<file path="src/rtl/mat_job_sched.sv">
// ============================================================================
// mat_job_sched -- arbitrates two requesters onto one multiply datapath and
// routes results back to the job owner. Revision: 1.0
// ============================================================================
`default_nettype none

module mat_job_sched #(
   parameter int DATA_W  = 8,
   parameter int JOB_LEN = 8
) (
   input  logic              i_clk,
   input  logic              i_rst_n,
   input  logic              i_clk_e,
   input  logic [DATA_W-1:0] s0_data,
   input  logic              s0_valid,
   output logic              s0_ready,
   input  logic [DATA_W-1:0] s1_data,
   input  logic              s1_valid,
   output logic              s1_ready,
   output logic [DATA_W-1:0] o_mp_data,
   output logic              o_mp_valid,
   input  logic              i_mp_ready,
   input  logic [DATA_W-1:0] i_res_data,
   input  logic              i_res_valid,
   input  logic              i_res_last,
   output logic              o_res_ready,
   output logic [DATA_W-1:0] m0_data,
   output logic              m0_valid,
   output logic              m0_last,
   input  logic              m0_ready,
   output logic [DATA_W-1:0] m1_data,
   output logic              m1_valid,
   output logic              m1_last,
   input  logic              m1_ready,
   output logic [1:0]        o_grant,
   output logic              o_busy
);

   typedef enum logic [1:0] {
      ST_IDLE  = 2'd0,
      ST_FEED  = 2'd1,
      ST_DRAIN = 2'd2
   } state_t;

   localparam logic [7:0] C_LAST_BEAT = 8'(JOB_LEN - 1);

   state_t      r_state,    w_state_nxt;
   logic [7:0]  r_beat_cnt, w_beat_cnt_nxt;
   logic [1:0]  r_grant,    w_grant_nxt;
   logic        r_last_srv, w_last_srv_nxt;   // index of the last requester served

   logic              w_sel;
   logic              w_sel_valid;
   logic [DATA_W-1:0] w_sel_data;
   logic              w_sel_m_ready;
   logic              w_feed;
   logic              w_route;
   logic              w_mp_hs;
   logic              w_res_hs;

   assign w_sel         = r_grant[1];
   assign w_sel_valid   = w_sel ? s1_valid : s0_valid;
   assign w_sel_data    = w_sel ? s1_data  : s0_data;
   assign w_sel_m_ready = w_sel ? m1_ready : m0_ready;
   assign w_feed        = (r_state == ST_FEED);
   // Results are accepted while feeding too, to cover pipelined datapaths.
   assign w_route       = (r_state != ST_IDLE);

   assign o_mp_data   = w_sel_data;
   assign o_mp_valid  = w_feed & w_sel_valid;
   assign s0_ready    = w_feed & r_grant[0] & i_mp_ready;
   assign s1_ready    = w_feed & r_grant[1] & i_mp_ready;
   assign o_res_ready = w_route & w_sel_m_ready;

   assign m0_data  = i_res_data;
   assign m1_data  = i_res_data;
   assign m0_valid = w_route & r_grant[0] & i_res_valid;
   assign m1_valid = w_route & r_grant[1] & i_res_valid;
   assign m0_last  = w_route & r_grant[0] & i_res_last;
   assign m1_last  = w_route & r_grant[1] & i_res_last;

   assign o_grant = r_grant;
   assign o_busy  = (r_state != ST_IDLE);

   assign w_mp_hs  = o_mp_valid & i_mp_ready & i_clk_e;
   assign w_res_hs = i_res_valid & o_res_ready & i_clk_e;

   always_comb begin
      w_state_nxt    = r_state;
      w_beat_cnt_nxt = r_beat_cnt;
      w_grant_nxt    = r_grant;
      w_last_srv_nxt = r_last_srv;
      case (r_state)
         ST_IDLE: begin
            if (i_clk_e && (s0_valid || s1_valid)) begin
               if (s0_valid && s1_valid)
                  w_grant_nxt = r_last_srv ? 2'b01 : 2'b10;
               else
                  w_grant_nxt = s0_valid ? 2'b01 : 2'b10;
               w_beat_cnt_nxt = 8'd0;
               w_state_nxt    = ST_FEED;
            end
         end
         ST_FEED: begin
            if (w_mp_hs) begin
               if (r_beat_cnt == C_LAST_BEAT) begin
                  w_beat_cnt_nxt = 8'd0;
                  w_state_nxt    = ST_DRAIN;
               end else begin
                  w_beat_cnt_nxt = r_beat_cnt + 8'd1;
               end
            end
         end
         ST_DRAIN: begin
            if (w_res_hs && i_res_last) begin
               w_last_srv_nxt = w_sel;
               w_grant_nxt    = 2'b00;
               w_state_nxt    = ST_IDLE;
            end
         end
         default: begin
            w_grant_nxt    = 2'b00;
            w_beat_cnt_nxt = 8'd0;
            w_state_nxt    = ST_IDLE;
         end
      endcase
   end

   always_ff @(posedge i_clk or negedge i_rst_n) begin
      if (!i_rst_n) begin
         r_state    <= ST_IDLE;
         r_beat_cnt <= 8'd0;
         r_grant    <= 2'b00;
         r_last_srv <= 1'b1;
      end else begin
         r_state    <= w_state_nxt;
         r_beat_cnt <= w_beat_cnt_nxt;
         r_grant    <= w_grant_nxt;
         r_last_srv <= w_last_srv_nxt;
      end
   end

endmodule

`default_nettype wire

</file>
<file path="config.mk">
export PLATFORM = sky130hd
export DESIGN_NAME = mat_job_sched
export DESIGN_NICKNAME = d
export VERILOG_FILES = /design/src/rtl/mat_job_sched.sv
export SDC_FILE = /design/constraint.sdc
export NUM_CORES = 1
export LEC_CHECK = 0
export ABC_AREA = 0
export BUFFER_PORTS_ARGS = -buffer_cell sky130_fd_sc_hd__clkbuf_2
export CAP_MARGIN = 20
export CORE_MARGIN = 4
export CORE_UTILIZATION = 43
export CTS_BUF_LIST = sky130_fd_sc_hd__clkbuf_4
export CTS_CLUSTER_DIAMETER = 200
export CTS_CLUSTER_SIZE = 24
export DETAILED_ROUTE_END_ITERATION = 7
export MAX_ROUTING_LAYER = met4
export PLACE_DENSITY = 0.81
export SYNTH_ARGS = -nofsm -noshare
export SYNTH_HDL_FRONTEND = slang
export SYNTH_SLANG_ARGS = --single-unit
</file>
<file path="constraint.sdc">
create_clock -name i_clk -period 2.1 [get_ports i_clk]
set_clock_uncertainty 0.2 [all_clocks]
set_input_delay 0.105 -clock i_clk [delete_from_list [all_inputs] [get_ports i_clk]]
set_output_delay 0.105 -clock i_clk [all_outputs]
set_load 0.02 [all_outputs]
</file>
==> flow_summary.ini <==
[floorplan]
io_pins = 69
die_y_um = 57.79
rows = 17
die_area_um2 = 3340
start_util_pct = 46.84
coreArea_um2 = 2276
fp.dieW_um = 57.79

[power]
powerDensity_nw_per_um2 = 1065
ir_drop_uv = 640.8
clkPwrFrac_pct = 12.0
seq_power_share_pct = 30.0
p_total_uw = 1336
p_comb_share_pct = 58.0
p_int_uw = 722.2
cellLeakagePower_uw = 0.0006230
switching_power_uw = 614.2
p_sw_share_pct = 45.96

[cts]
clk_latency_ps = 280
cts_tree = built
cts_setup_buffers = 0
cts-root-buf = clkbuf_4
htreeDepth = 1
max-clock-path-buffers = 2
clk_pin_slew_ps = 90
clock-sinks = 13
numCtsBuffers = 3

[global_routing]
grt_pass1_wl_um = 4243
antenna_found_initial = 0
grt_overflow = 0
track_usage_pct = 16.20
grt_max_degree = 16
grt_pass1_vias = 931

[yosys]
syn_avg_cell_area_um2 = 9.111
ys_ff_latch = 13
ys_seq_area_share_pct = 30.63
ys_types = 41
synth_top_flop_cell = dfrtp_1
synth_area_leader_cell = dfrtp_1
syn_area_um2 = 1066
synthesis.nets = 152
synth_commonest_cells = buf_4, dfrtp_1, mux2_2, and3_1, o21ai_0
async_reset_ff_share_pct = 100.0
ys_top_cells_by_area = dfrtp_1, buf_4, mux2_2, and3_1, o21ai_0
yosysMostFrequentCell = buf_4
synthCells = 117
yosys_warnings = 0
yosysTopAreaCellShare_pct = 28.17
synth_edf_count = 0

[cells_and_area]
postLayoutCoreUtil_pct = 55.14
multi_input_area_um2 = 595.6
syn_to_final_growth_pct = 17.72
nFillCells = 198
seqCellArea_um2 = 326.6
layout-drive-gt1-share_pct = 46.00
nNetsFinal = 186
antennaDiodeCount = 0

[placement]
portBuffers = 44
dp_hpwl_um = 2099
place_congestion = 0.7878

[worst_setup_path]
worst_path_largest_cell_delay_ps = 570
required_ps = 2070
path_max_fanout = 8
path_class = flop to flop
crit_path_top_delay_cell = or4_4
crit_path_end_kind = flop
cp_cell_sequence = or4_4 -> nor3_4 -> nor2_1 -> mux2_2
start_kind = flop
cp_data_arrival_time_ps = 1910

[sta]
period_share_pct = 92.22
whs_ps = -8.573
max_freq_mhz = 516.4
finalCriticalPeriod_ps = 1937
hold_violations = 1
tightestPinTransition_ps = 392.0
setup_viol = 0
setup_tns_ps = 0
slew_headroom_pct = 73.67
grt_setup_unrepaired = false
drv_slew = 0

[job]
max-cap-violations = 0

[route]
firstDrtPassIters = 4
viasPerCell = 5.753
drt-initial-drc-count = 29
via_count = 1024
drt_wl_total_um = 2649
ant_nets = 0
routedWlPerCell_um = 14.88
post-route-drc-count = 0

[status]
status = complete, but fails checks
failed_checks = hold timing

[worst_hold_path]
worstHoldPathType = primary input to flop
-- stage by stage --
stage                     instance area (µm²)  setup slack [ps]  cells  hold slack (ps)
after floorplan                          1066             53.75    117           -390.6
after global placement                   1207             220.2    172           -187.7
after detailed placement                 1207             162.7    172           -185.0
after CTS                                1255             153.3    178            1.119
after global routing                     1255             74.56    178            10.04
final                                    1255             163.4    178           -8.573
-- worst max-delay path, delay by kind of cell (launching register included) --
| family | cells | cell delay (ps) |
|---|---|---|
| and+or+nand+nor | 3 | 920 |
| DFF | 1 | 450 |
| muxes | 1 | 260 |
-- state kept, by name, indices dropped and copies added, names as in the netlist --
signal,cells
r_last_srv,1
o_grant,2
r_beat_cnt,8
r_state,2
-- layer usage --
metal	wire [µm]	part of all wire [%]	track usage [%]
met1	1041	39	19.07
met2	1385	52	26.45
met3	134	5.1	2.227
met4	88	3.3	8.940
met5	0	0	-
-- path summary, 6_finish.rpt --
| kind | end | from | cells after the start | slack (ps) |
|---|---|---|---|---|
| max | r_beat_cnt[1] | r_beat_cnt[3] | 4 | 160 |
| min | o_grant[0] | s1_valid | 4 | -9 |
| max reg2reg | r_beat_cnt[1] | r_beat_cnt[3] | 4 | 160 |
| min reg2reg | r_beat_cnt[7] | r_beat_cnt[7] | 1 | 350 |
| max in group asynchronous | r_last_srv | i_rst_n | 2 | 1360 |
| min in group asynchronous | r_beat_cnt[2] | i_rst_n | 2 | 50 |
-- layout by cell type, fill, tap and decap left out, drive strengths merged, types with 2 or more instances in the layout --
cell type and count:
a21o 2, a31oi 2, a41oi 2, and3 9
buf 3, clkbuf 47, dfrtp 12, dlygate4sd3 2
inv 2, mux2 11, nand2 6, nand2b 3
nand3 6, nand4 2, nor2 5, nor3 4
nor4 2, o21ai 8, o22a 3, o31ai 2
-- cells by family after synthesis --
kind of cell	synth area share (%)
buffers and inverters	13.50
adder cells (fa/ha/maj)	1.174
AO/OA/AOI/OAI	19.13
AND/OR/NAND/NOR	22.65
flip-flops	30.63
multiplexers	12.91
-- power groups by stage --
stage	Combinational [µW]	Sequential [µW]	Clock [µW]
floorplan	596	398	0
finish	776	401	160
detailed placement	771	403	0
global placement	760	398	0
global route	837	415	173
CTS	777	398	162
-- what timing repair did --
| item | in CTS | in global routing |
|---|---|---|
| resized for setup | 0 | 0 |
| hold buffers | 2 | 0 |
| hold endpoints to repair | 14 | 0 |
-- area by class of cell --
class | instances | area share, %
tap | 28 | 2.792
clock buffer | 3 | 1.795
sequential | 13 | 26.02
timing repair buffer | 49 | 20.94
multi-input combinational | 82 | 47.46
inverter | 2 | 0.5982
clock inverter | 1 | 0.3988
Power figures use the tool's default switching activity.
